==> src/rtl/soc1_ram_arb_pkg.sv <==
// soc1_ram_arb_pkg: shared widths, master IDs and RAM timing for the on-chip RAM arbiter.
// Latency: n/a (types and constants only).
// Backpressure: n/a.
package soc1_ram_arb_pkg;
   localparam int ADDR_W         = 15;        // word address into the 25000-word RAM
   localparam int DATA_W         = 32;
   localparam int BE_W           = DATA_W / 8;
   localparam int RAM_RD_LATENCY = 1;         // RAM q valid one cycle after an accepted read

   typedef enum logic {
      M0 = 1'b0,                              // Nios CPU data master
      M1 = 1'b1                               // game-board / display scanner
   } mst_e;
endpackage

==> src/rtl/soc1_ram_arbiter_if.sv <==
// soc1_ram_arbiter_if: both Avalon-MM master ports plus the RAM port of the arbiter.
// Latency: n/a (wiring only).
// Backpressure: mN_waitrequest carried here; slave = arbiter side, master = masters/RAM side.
interface soc1_ram_arbiter_if;
   import soc1_ram_arb_pkg::*;

   logic [ADDR_W-1:0] m0_address;
   logic [BE_W-1:0]   m0_byteenable;
   logic              m0_read;
   logic              m0_write;
   logic [DATA_W-1:0] m0_writedata;
   logic              m0_waitrequest;
   logic [DATA_W-1:0] m0_readdata;
   logic              m0_readdatavalid;

   logic [ADDR_W-1:0] m1_address;
   logic [BE_W-1:0]   m1_byteenable;
   logic              m1_read;
   logic              m1_write;
   logic [DATA_W-1:0] m1_writedata;
   logic              m1_waitrequest;
   logic [DATA_W-1:0] m1_readdata;
   logic              m1_readdatavalid;

   logic [ADDR_W-1:0] ram_address;
   logic [BE_W-1:0]   ram_byteenable;
   logic              ram_chipselect;
   logic              ram_write;
   logic [DATA_W-1:0] ram_writedata;
   logic              ram_clken;
   logic [DATA_W-1:0] ram_readdata;

   modport slave (
      input  m0_address, m0_byteenable, m0_read, m0_write, m0_writedata,
      output m0_waitrequest, m0_readdata, m0_readdatavalid,
      input  m1_address, m1_byteenable, m1_read, m1_write, m1_writedata,
      output m1_waitrequest, m1_readdata, m1_readdatavalid,
      output ram_address, ram_byteenable, ram_chipselect, ram_write, ram_writedata, ram_clken,
      input  ram_readdata
   );

   modport master (
      output m0_address, m0_byteenable, m0_read, m0_write, m0_writedata,
      input  m0_waitrequest, m0_readdata, m0_readdatavalid,
      output m1_address, m1_byteenable, m1_read, m1_write, m1_writedata,
      input  m1_waitrequest, m1_readdata, m1_readdatavalid,
      input  ram_address, ram_byteenable, ram_chipselect, ram_write, ram_writedata, ram_clken,
      output ram_readdata
   );
endinterface

==> src/rtl/soc1_ram_arb_rr.sv <==
// soc1_ram_arb_rr: two-way round-robin grant with a bounded hold count (last_grant/hold_cnt).
// Latency: grant is combinational from req and registered state; state updates on accept.
// Backpressure: exactly one grant when any request; the other requester waits.
// Ports: clk/reset, req0_i/req1_i (requests), gnt0_o/gnt1_o (grants).
module soc1_ram_arb_rr
   import soc1_ram_arb_pkg::*;
#(
   parameter int MAX_HOLD = 4
) (
   input  logic clk,
   input  logic reset,
   input  logic req0_i,
   input  logic req1_i,
   output logic gnt0_o,
   output logic gnt1_o
);
   localparam logic [3:0] HOLD_MAX = 4'(MAX_HOLD);

   mst_e       last_grant_q, last_grant_d, win;
   logic [3:0] hold_cnt_q, hold_cnt_d;
   logic       any_req, other_req;

   always_comb begin
      any_req = req0_i | req1_i;
      win     = req0_i ? M0 : M1;
      if (req0_i && req1_i) begin
         // hold_cnt of zero only exists straight out of reset: nobody holds the
         // grant yet, so the master opposite last_grant (m0) wins the first contention.
         if (hold_cnt_q != 4'd0 && hold_cnt_q < HOLD_MAX)
            win = last_grant_q;
         else
            win = (last_grant_q == M0) ? M1 : M0;
      end
      other_req = (win == M0) ? req1_i : req0_i;
      gnt0_o    = any_req && (win == M0);
      gnt1_o    = any_req && (win == M1);

      last_grant_d = last_grant_q;
      hold_cnt_d   = hold_cnt_q;
      if (any_req) begin
         if (win != last_grant_q) begin
            last_grant_d = win;
            hold_cnt_d   = 4'd1;
         end else if (other_req && hold_cnt_q < HOLD_MAX) begin
            hold_cnt_d = hold_cnt_q + 4'd1;
         end
         // Same master with the other idle: count untouched, no forced yield.
      end
   end

   always_ff @(posedge clk or posedge reset) begin
      if (reset) begin
         last_grant_q <= M1;
         hold_cnt_q   <= 4'd0;
      end else begin
         last_grant_q <= last_grant_d;
         hold_cnt_q   <= hold_cnt_d;
      end
   end
endmodule

==> src/rtl/soc1_ram_arbiter.sv <==
// soc1_ram_arbiter: shares the single-port 32-bit on-chip RAM between CPU (m0) and scanner (m1).
// Latency: winner's command reaches the RAM in the accept cycle; readdata at master 2 cycles later.
// Backpressure: mN_waitrequest high until that master wins; one accept per cycle, no buffering.
// Ports: clk, reset (async active-high), bus (slave modport: m0_*, m1_*, ram_*).
// Optional macro SOC1_RAM_ARB_STATS_EN adds stat_clear, stat_m0_acc, stat_m1_acc, stat_conflict.
module soc1_ram_arbiter
   import soc1_ram_arb_pkg::*;
#(
   parameter int MAX_HOLD = 4
) (
   input  logic              clk,
   input  logic              reset,
   soc1_ram_arbiter_if.slave bus
`ifdef SOC1_RAM_ARB_STATS_EN
   ,
   input  logic              stat_clear,
   output logic [31:0]       stat_m0_acc,
   output logic [31:0]       stat_m1_acc,
   output logic [31:0]       stat_conflict
`endif
);
   logic req0, req1, gnt0, gnt1, sel_wr, cs, rd_acc;
   mst_e win;

   logic              rd_pending_q, rd_pending_d;
   mst_e              rd_owner_q, rd_owner_d;
   logic              m0_rvld_q, m0_rvld_d, m1_rvld_q, m1_rvld_d;
   logic [DATA_W-1:0] m0_rdata_q, m0_rdata_d, m1_rdata_q, m1_rdata_d;

   // Requests are masked during reset so no command is accepted and waitrequest stays high.
   assign req0 = ~reset & (bus.m0_read | bus.m0_write);
   assign req1 = ~reset & (bus.m1_read | bus.m1_write);

   soc1_ram_arb_rr #(.MAX_HOLD(MAX_HOLD)) u_rr (
      .clk    (clk),
      .reset  (reset),
      .req0_i (req0),
      .req1_i (req1),
      .gnt0_o (gnt0),
      .gnt1_o (gnt1)
   );

   // Read+write together is treated as a write: sel_wr wins over read.
   assign win    = gnt1 ? M1 : M0;
   assign cs     = gnt0 | gnt1;
   assign sel_wr = (win == M1) ? bus.m1_write : bus.m0_write;
   assign rd_acc = cs & ~sel_wr;

   assign bus.ram_address    = (win == M1) ? bus.m1_address    : bus.m0_address;
   assign bus.ram_byteenable = (win == M1) ? bus.m1_byteenable : bus.m0_byteenable;
   assign bus.ram_writedata  = (win == M1) ? bus.m1_writedata  : bus.m0_writedata;
   assign bus.ram_chipselect = cs;
   assign bus.ram_write      = cs & sel_wr;
   assign bus.ram_clken      = ~reset;

   assign bus.m0_waitrequest   = ~gnt0;
   assign bus.m1_waitrequest   = ~gnt1;
   assign bus.m0_readdata      = m0_rdata_q;
   assign bus.m1_readdata      = m1_rdata_q;
   assign bus.m0_readdatavalid = m0_rvld_q;
   assign bus.m1_readdatavalid = m1_rvld_q;

   // Response pipeline sized for RAM_RD_LATENCY: the RAM q is valid while rd_pending_q
   // is set, gets captured into the owner's readdata register, and valid pulses next cycle.
   // Fixed latency keeps responses in accept order without tags.
   always_comb begin
      rd_pending_d = rd_acc;
      rd_owner_d   = win;
      m0_rvld_d    = rd_pending_q && (rd_owner_q == M0);
      m1_rvld_d    = rd_pending_q && (rd_owner_q == M1);
      m0_rdata_d   = m0_rvld_d ? bus.ram_readdata : m0_rdata_q;
      m1_rdata_d   = m1_rvld_d ? bus.ram_readdata : m1_rdata_q;
   end

   // Reset drops any in-flight response; masters must reissue.
   always_ff @(posedge clk or posedge reset) begin
      if (reset) begin
         rd_pending_q <= 1'b0;
         rd_owner_q   <= M0;
         m0_rvld_q    <= 1'b0;
         m1_rvld_q    <= 1'b0;
         m0_rdata_q   <= '0;
         m1_rdata_q   <= '0;
      end else begin
         rd_pending_q <= rd_pending_d;
         rd_owner_q   <= rd_owner_d;
         m0_rvld_q    <= m0_rvld_d;
         m1_rvld_q    <= m1_rvld_d;
         m0_rdata_q   <= m0_rdata_d;
         m1_rdata_q   <= m1_rdata_d;
      end
   end

   a_m0_rd_wr: assert property (@(posedge clk) disable iff (reset) !(bus.m0_read && bus.m0_write));
   a_m1_rd_wr: assert property (@(posedge clk) disable iff (reset) !(bus.m1_read && bus.m1_write));

`ifdef SOC1_RAM_ARB_STATS_EN
   logic [31:0] m0_acc_q, m0_acc_d, m1_acc_q, m1_acc_d, conflict_q, conflict_d;

   always_comb begin
      m0_acc_d   = m0_acc_q   + {31'd0, gnt0};
      m1_acc_d   = m1_acc_q   + {31'd0, gnt1};
      conflict_d = conflict_q + {31'd0, req0 & req1};
      if (stat_clear) begin
         m0_acc_d   = '0;
         m1_acc_d   = '0;
         conflict_d = '0;
      end
   end

   always_ff @(posedge clk or posedge reset) begin
      if (reset) begin
         m0_acc_q   <= '0;
         m1_acc_q   <= '0;
         conflict_q <= '0;
      end else begin
         m0_acc_q   <= m0_acc_d;
         m1_acc_q   <= m1_acc_d;
         conflict_q <= conflict_d;
      end
   end

   assign stat_m0_acc   = m0_acc_q;
   assign stat_m1_acc   = m1_acc_q;
   assign stat_conflict = conflict_q;
`endif
endmodule

==> src/flat_wrapper.sv <==
// flat-port wrapper written by rule: the top's interface ports become plain ports
module soc1_ram_arbiter_flat import soc1_ram_arb_pkg::*;
#(
   parameter int MAX_HOLD = 4
)
  (clk, reset, bus_m0_address, bus_m0_byteenable, bus_m0_read, bus_m0_write, bus_m0_writedata, bus_m0_waitrequest, bus_m0_readdata, bus_m0_readdatavalid, bus_m1_address, bus_m1_byteenable, bus_m1_read, bus_m1_write, bus_m1_writedata, bus_m1_waitrequest, bus_m1_readdata, bus_m1_readdatavalid, bus_ram_address, bus_ram_byteenable, bus_ram_chipselect, bus_ram_write, bus_ram_writedata, bus_ram_clken, bus_ram_readdata);
  soc1_ram_arbiter_if bus_i ();
  input  logic clk;
  input  logic reset;
  input wire logic [$bits(bus_i.m0_address)-1:0] bus_m0_address;
  input wire logic [$bits(bus_i.m0_byteenable)-1:0] bus_m0_byteenable;
  input wire logic [$bits(bus_i.m0_read)-1:0] bus_m0_read;
  input wire logic [$bits(bus_i.m0_write)-1:0] bus_m0_write;
  input wire logic [$bits(bus_i.m0_writedata)-1:0] bus_m0_writedata;
  output wire logic [$bits(bus_i.m0_waitrequest)-1:0] bus_m0_waitrequest;
  output wire logic [$bits(bus_i.m0_readdata)-1:0] bus_m0_readdata;
  output wire logic [$bits(bus_i.m0_readdatavalid)-1:0] bus_m0_readdatavalid;
  input wire logic [$bits(bus_i.m1_address)-1:0] bus_m1_address;
  input wire logic [$bits(bus_i.m1_byteenable)-1:0] bus_m1_byteenable;
  input wire logic [$bits(bus_i.m1_read)-1:0] bus_m1_read;
  input wire logic [$bits(bus_i.m1_write)-1:0] bus_m1_write;
  input wire logic [$bits(bus_i.m1_writedata)-1:0] bus_m1_writedata;
  output wire logic [$bits(bus_i.m1_waitrequest)-1:0] bus_m1_waitrequest;
  output wire logic [$bits(bus_i.m1_readdata)-1:0] bus_m1_readdata;
  output wire logic [$bits(bus_i.m1_readdatavalid)-1:0] bus_m1_readdatavalid;
  output wire logic [$bits(bus_i.ram_address)-1:0] bus_ram_address;
  output wire logic [$bits(bus_i.ram_byteenable)-1:0] bus_ram_byteenable;
  output wire logic [$bits(bus_i.ram_chipselect)-1:0] bus_ram_chipselect;
  output wire logic [$bits(bus_i.ram_write)-1:0] bus_ram_write;
  output wire logic [$bits(bus_i.ram_writedata)-1:0] bus_ram_writedata;
  output wire logic [$bits(bus_i.ram_clken)-1:0] bus_ram_clken;
  input wire logic [$bits(bus_i.ram_readdata)-1:0] bus_ram_readdata;
  assign bus_i.m0_address = bus_m0_address;
  assign bus_i.m0_byteenable = bus_m0_byteenable;
  assign bus_i.m0_read = bus_m0_read;
  assign bus_i.m0_write = bus_m0_write;
  assign bus_i.m0_writedata = bus_m0_writedata;
  assign bus_m0_waitrequest = bus_i.m0_waitrequest;
  assign bus_m0_readdata = bus_i.m0_readdata;
  assign bus_m0_readdatavalid = bus_i.m0_readdatavalid;
  assign bus_i.m1_address = bus_m1_address;
  assign bus_i.m1_byteenable = bus_m1_byteenable;
  assign bus_i.m1_read = bus_m1_read;
  assign bus_i.m1_write = bus_m1_write;
  assign bus_i.m1_writedata = bus_m1_writedata;
  assign bus_m1_waitrequest = bus_i.m1_waitrequest;
  assign bus_m1_readdata = bus_i.m1_readdata;
  assign bus_m1_readdatavalid = bus_i.m1_readdatavalid;
  assign bus_ram_address = bus_i.ram_address;
  assign bus_ram_byteenable = bus_i.ram_byteenable;
  assign bus_ram_chipselect = bus_i.ram_chipselect;
  assign bus_ram_write = bus_i.ram_write;
  assign bus_ram_writedata = bus_i.ram_writedata;
  assign bus_ram_clken = bus_i.ram_clken;
  assign bus_i.ram_readdata = bus_ram_readdata;
  soc1_ram_arbiter #(.MAX_HOLD(MAX_HOLD)) u_core (.clk(clk), .reset(reset), .bus(bus_i));
endmodule
==> config.mk <==
export PLATFORM = sky130hd
export DESIGN_NAME = soc1_ram_arbiter_flat
export DESIGN_NICKNAME = d
export VERILOG_FILES = /design/src/rtl/soc1_ram_arb_pkg.sv /design/src/rtl/soc1_ram_arbiter_if.sv /design/src/rtl/soc1_ram_arb_rr.sv /design/src/rtl/soc1_ram_arbiter.sv /design/src/flat_wrapper.sv
export SDC_FILE = /design/constraint.sdc
export NUM_CORES = 1
export LEC_CHECK = 0
export BUFFER_PORTS_ARGS = -buffer_cell sky130_fd_sc_hd__buf_2
export CORE_ASPECT_RATIO = 0.7
export CORE_MARGIN = 2
export CORE_UTILIZATION = 42
export DETAILED_ROUTE_END_ITERATION = 6
export MAX_ROUTING_LAYER = met4
export PLACE_DENSITY = 0.93
export SETUP_SLACK_MARGIN = 0.02
export SLEW_MARGIN = 20
export SYNTH_ARGS = -nofsm -noshare
export SYNTH_HDL_FRONTEND = slang
export SYNTH_SLANG_ARGS = --single-unit
==> constraint.sdc <==
create_clock -name clk -period 3.5 [get_ports clk]
set_clock_uncertainty 0.15 [all_clocks]
set_input_delay 0 -clock clk [delete_from_list [all_inputs] [get_ports clk]]
set_output_delay 0 -clock clk [all_outputs]
set_load 0.05 [all_outputs]
==> impl_metrics.json <==
{
  "run_status": "completed",
  "grt_first_pass_wirelength_mm": 20.62,
  "r2r_cells": 6,
  "yosys-top-cells-count": "sky130_fd_sc_hd__dfrtp_1 (72), sky130_fd_sc_hd__mux2_2 (64), sky130_fd_sc_hd__nand2_1 (52), sky130_fd_sc_hd__o21ai_0 (51), sky130_fd_sc_hd__o22ai_1 (51)",
  "min-delay-start": "bus_m1_writedata[7]",
  "critical_path_s_largest_stage_delay_ns": 0.64,
  "tritoncts": "built",
  "cap_violations": 0,
  "sequential_cell_area_um2": 1828,
  "worstSetupStartpointType": "flip-flop",
  "ant_nets": 0,
  "setup.worst_path.class": "flip-flop to primary output",
  "p_sw_mw": 2.558,
  "grt_overflow": 0,
  "crit_path_end_kind": "primary output",
  "slew_limit_fails": 0,
  "internal_power_mw": 2.370,
  "first_global_vias": 4101,
  "edff_count_synth": 0,
  "dieHeight_um": 83.26,
  "tightest_slew_ns": 1.061,
  "netlist-cell-type-count": 32,
  "power_leakage_nw": 2.853,
  "yosysTopAreaCellShare": 0.4781,
  "clock_sinks": 73,
  "fin_ws_ns": 0.6373,
  "critPathTopFamily": "compound AO/OA/AOI/OAI gates",
  "iter_0_drt_violations": 247,
  "rsz0062_at_grt": "false",
  "critPathBufInv": 3,
  "port_buffers": 261,
  "grt_util_all_layers": 0.2780,
  "hold_path_class": "input pin to primary output",
  "cts.reportedPaths.clkPinSlew_ns": 0.05,
  "gp_congestion": 0.9691,
  "global_route.usage.met3": 0.08102,
  "worst-path-stages": 7,
  "crit-reg2reg-launch": "u_core.u_rr.hold_cnt_q[0]",
  "synth_warnings": 0,
  "num_rows": 28,
  "post-synth-top-count-cell": "sky130_fd_sc_hd__dfrtp_1",
  "drive_gt1_frac": 0.5477,
  "mappedNetlistNets": 506,
  "finalHoldViolations": 0,
  "die-width_um": 117.2,
  "initial_utilization": 0.4391,
  "synth_flop_cell": "sky130_fd_sc_hd__dfrtp_1",
  "critical_path_at_ns": 2.71,
  "syn_avg_cell_area_um2": 10.35,
  "filler_cell_count": 648,
  "detailed_route_vias_per_instance": 5.296,
  "drc": 0,
  "wl_mm": 13.92,
  "totalNegativeSetupSlack_ns": 0,
  "setup_viol_count_final": 0,
  "post-route-min-period_ns": 2.863,
  "die_area_um2": 9759,
  "multiInputGateArea_um2": 1769,
  "grt_max_degree": 59,
  "avgRoutedWirePerCell_um": 17.98,
  "regToRegSetupSlack_ns": 0.69,
  "largest_fanout_on_the_critical_path": 29,
  "h_tree_level_count": 3,
  "dpl.cell_count": 718,
  "min_delay_path_depth": 4,
  "power_share_of_the_clock_group": 0.167,
  "vias": 4099,
  "place_ws_ns": 1.007,
  "dp_hpwl_mm": 9.609,
  "crit_path_top_delay_cell": "sky130_fd_sc_hd__a21boi_4",
  "tritoncts.num_buffers": 9,
  "vdd_ir_drop_max_mv": 0.3528,
  "drt_pre_antenna_iters": 6,
  "synth-seq-area-share": 0.4851,
  "synthArstFlopShare": 1.000,
  "pwr-share-seq": 0.275,
  "max_clock_freq_mhz": 349.3,
  "post_synth_instance_area_um2": 3769,
  "cts_hold_buf": 36,
  "post_cts_buffers": 0,
  "pin_count": 262,
  "period_share": 0.8179,
  "nNetsFinal": 787,
  "cts_root_buf": "sky130_fd_sc_hd__clkbuf_16",
  "grt_antenna_before_repair": 4,
  "netSwitchingFraction": 0.5191,
  "core_area_um2": 8583,
  "clk_buf_depth": 2,
  "post_synth_main_area_contributors": "sky130_fd_sc_hd__dfrtp_1 (48%), sky130_fd_sc_hd__mux2_2 (19%), sky130_fd_sc_hd__o22ai_1 (8.5%), sky130_fd_sc_hd__o21ai_0 (6.8%), sky130_fd_sc_hd__nand2_1 (5.2%)",
  "maxSlewHeadroom": 0.2928,
  "worst-endpoint-required_ns": 3.35,
  "pwr_density_cell_nw_per_um2": 851.2,
  "worstPathCellList": "inv_1, ha_1, or4_4, a21boi_4, buf_12, o22ai_1, buf_2",
  "met1_usage": 0.3004,
  "post_synth_inst_count": 364,
  "grt_busiest_layer": "met2",
  "clock_latency_ns": 0.31,
  "power.combinational.fraction": 0.558,
  "timing.critical_path.from": "u_core.u_rr.hold_cnt_q[0]",
  "ys_seq_elements": 73,
  "yosys.area.top_type": "sky130_fd_sc_hd__dfrtp_1",
  "synthToLayoutAreaGrowth_pct": 53.62,
  "cts_resized": 0,
  "instances_no_fill": 774,
  "globalRouteMet2Util": 0.4781
}
==> power by group through the flow <==
| stage | Combinational, mW | Sequential (mW) | Clock, mW |
|---|---|---|---|
| final | 2.75 | 1.36 | 0.822 |
| after global routing | 2.87 | 1.38 | 0.878 |
| after CTS | 2.74 | 1.33 | 0.828 |
| after detailed placement | 2.69 | 1.34 | 0 |
| after global placement | 2.64 | 1.30 | 0 |
| after floorplan | 0.980 | 2.39 | 0 |
==> flip-flops by register name, indices dropped and copies added, names as in the netlist <==
register	cells
u_core.rd_owner_q	1
u_core.bus.m0_readdata	32
u_core.bus.m0_readdatavalid	1
u_core.bus.m1_readdatavalid	1
u_core.rd_pending_q	1
u_core.bus.m1_readdata	32
u_core.u_rr.last_grant_q	1
u_core.u_rr.hold_cnt_q	4
==> cells by family after synthesis <==
logic type,count (synthesis),synth area share
AO/OA/AOI/OAI,115,0.1819
adder cells (fa/ha/maj),2,0.006639
buffers and inverters,40,0.05013
flip-flops,73,0.4851
multiplexers,66,0.1965
AND/OR/NAND/NOR,68,0.07968
==> layer usage <==
layer / wire length (um) / share of wire
met3: 1329 / 0.095
met1: 5136 / 0.37
met5: 0 / 0
met4: 351 / 0.025
met2: 7099 / 0.51
==> worst register-to-register path: stages (launching register included) <==
cell and delay, ns:
sky130_fd_sc_hd__dfrtp_1 0.38, sky130_fd_sc_hd__inv_1 0.06, sky130_fd_sc_hd__ha_1 0.25, sky130_fd_sc_hd__or4_4 0.46
sky130_fd_sc_hd__a21boi_4 0.64, sky130_fd_sc_hd__o32ai_1 0.16, sky130_fd_sc_hd__dlygate4sd3_1 0.59
==> path summary, 6_finish.rpt <==
path                                              end
min                              bus_ram_writedata[7]
min reg2reg                 u_core.bus.m0_readdata[7]
max reg2reg                       u_core.rd_pending_q
max in group asynchronous   u_core.bus.m1_readdata[2]
min in group asynchronous  u_core.bus.m0_readdata[20]
max                             bus_ram_writedata[21]
==> metrics by stage <==
stage / utilization / area [um^2] / total power, mW / hold slack, ns
2_1_floorplan: - / 3769 / 3.373 / -0.03531
3_3_place_gp: 0.5994 / 5145 / 3.943 / 0.09583
3_5_place_dp: 0.5994 / 5145 / 4.035 / 0.1013
4_1_cts: 0.6733 / 5779 / 4.894 / 0.2582
5_1_grt: 0.6745 / 5789 / 5.123 / 0.2685
6_report: 0.6745 / 5789 / 4.928 / 0.2581
==> final cells by class <==
cell class	count	area share
Sequential cell	73	0.3158
Timing Repair Buffer	305	0.3004
Inverter	5	0.003242
Tap cell	120	0.02593
Multi-Input combinational cell	251	0.3056
Antenna cell	4	0.001729
Clock buffer	11	0.04193
Clock inverter	5	0.005403
==> placed cells by master (no fill, tap or decap), types with 2 or more instances in the layout <==
cell	count
sky130_fd_sc_hd__dfrtp_1	72
sky130_fd_sc_hd__a21oi_1	2
sky130_fd_sc_hd__nor4_1	2
sky130_fd_sc_hd__dlygate4sd3_1	36
sky130_fd_sc_hd__nor2_1	2
sky130_fd_sc_hd__clkinv_2	3
sky130_fd_sc_hd__nand2_1	52
sky130_fd_sc_hd__o21ai_0	51
sky130_fd_sc_hd__diode_2	4
sky130_fd_sc_hd__inv_1	4
sky130_fd_sc_hd__clkbuf_16	9
sky130_fd_sc_hd__mux2_2	64
sky130_fd_sc_hd__buf_4	7
sky130_fd_sc_hd__nand2b_1	6
sky130_fd_sc_hd__a22o_1	2
sky130_fd_sc_hd__ha_1	2
sky130_fd_sc_hd__o21ba_2	2
sky130_fd_sc_hd__mux2i_1	2
sky130_fd_sc_hd__o22ai_1	51
sky130_fd_sc_hd__buf_2	261
No activity file was read; power rests on OpenSTA's default activity.
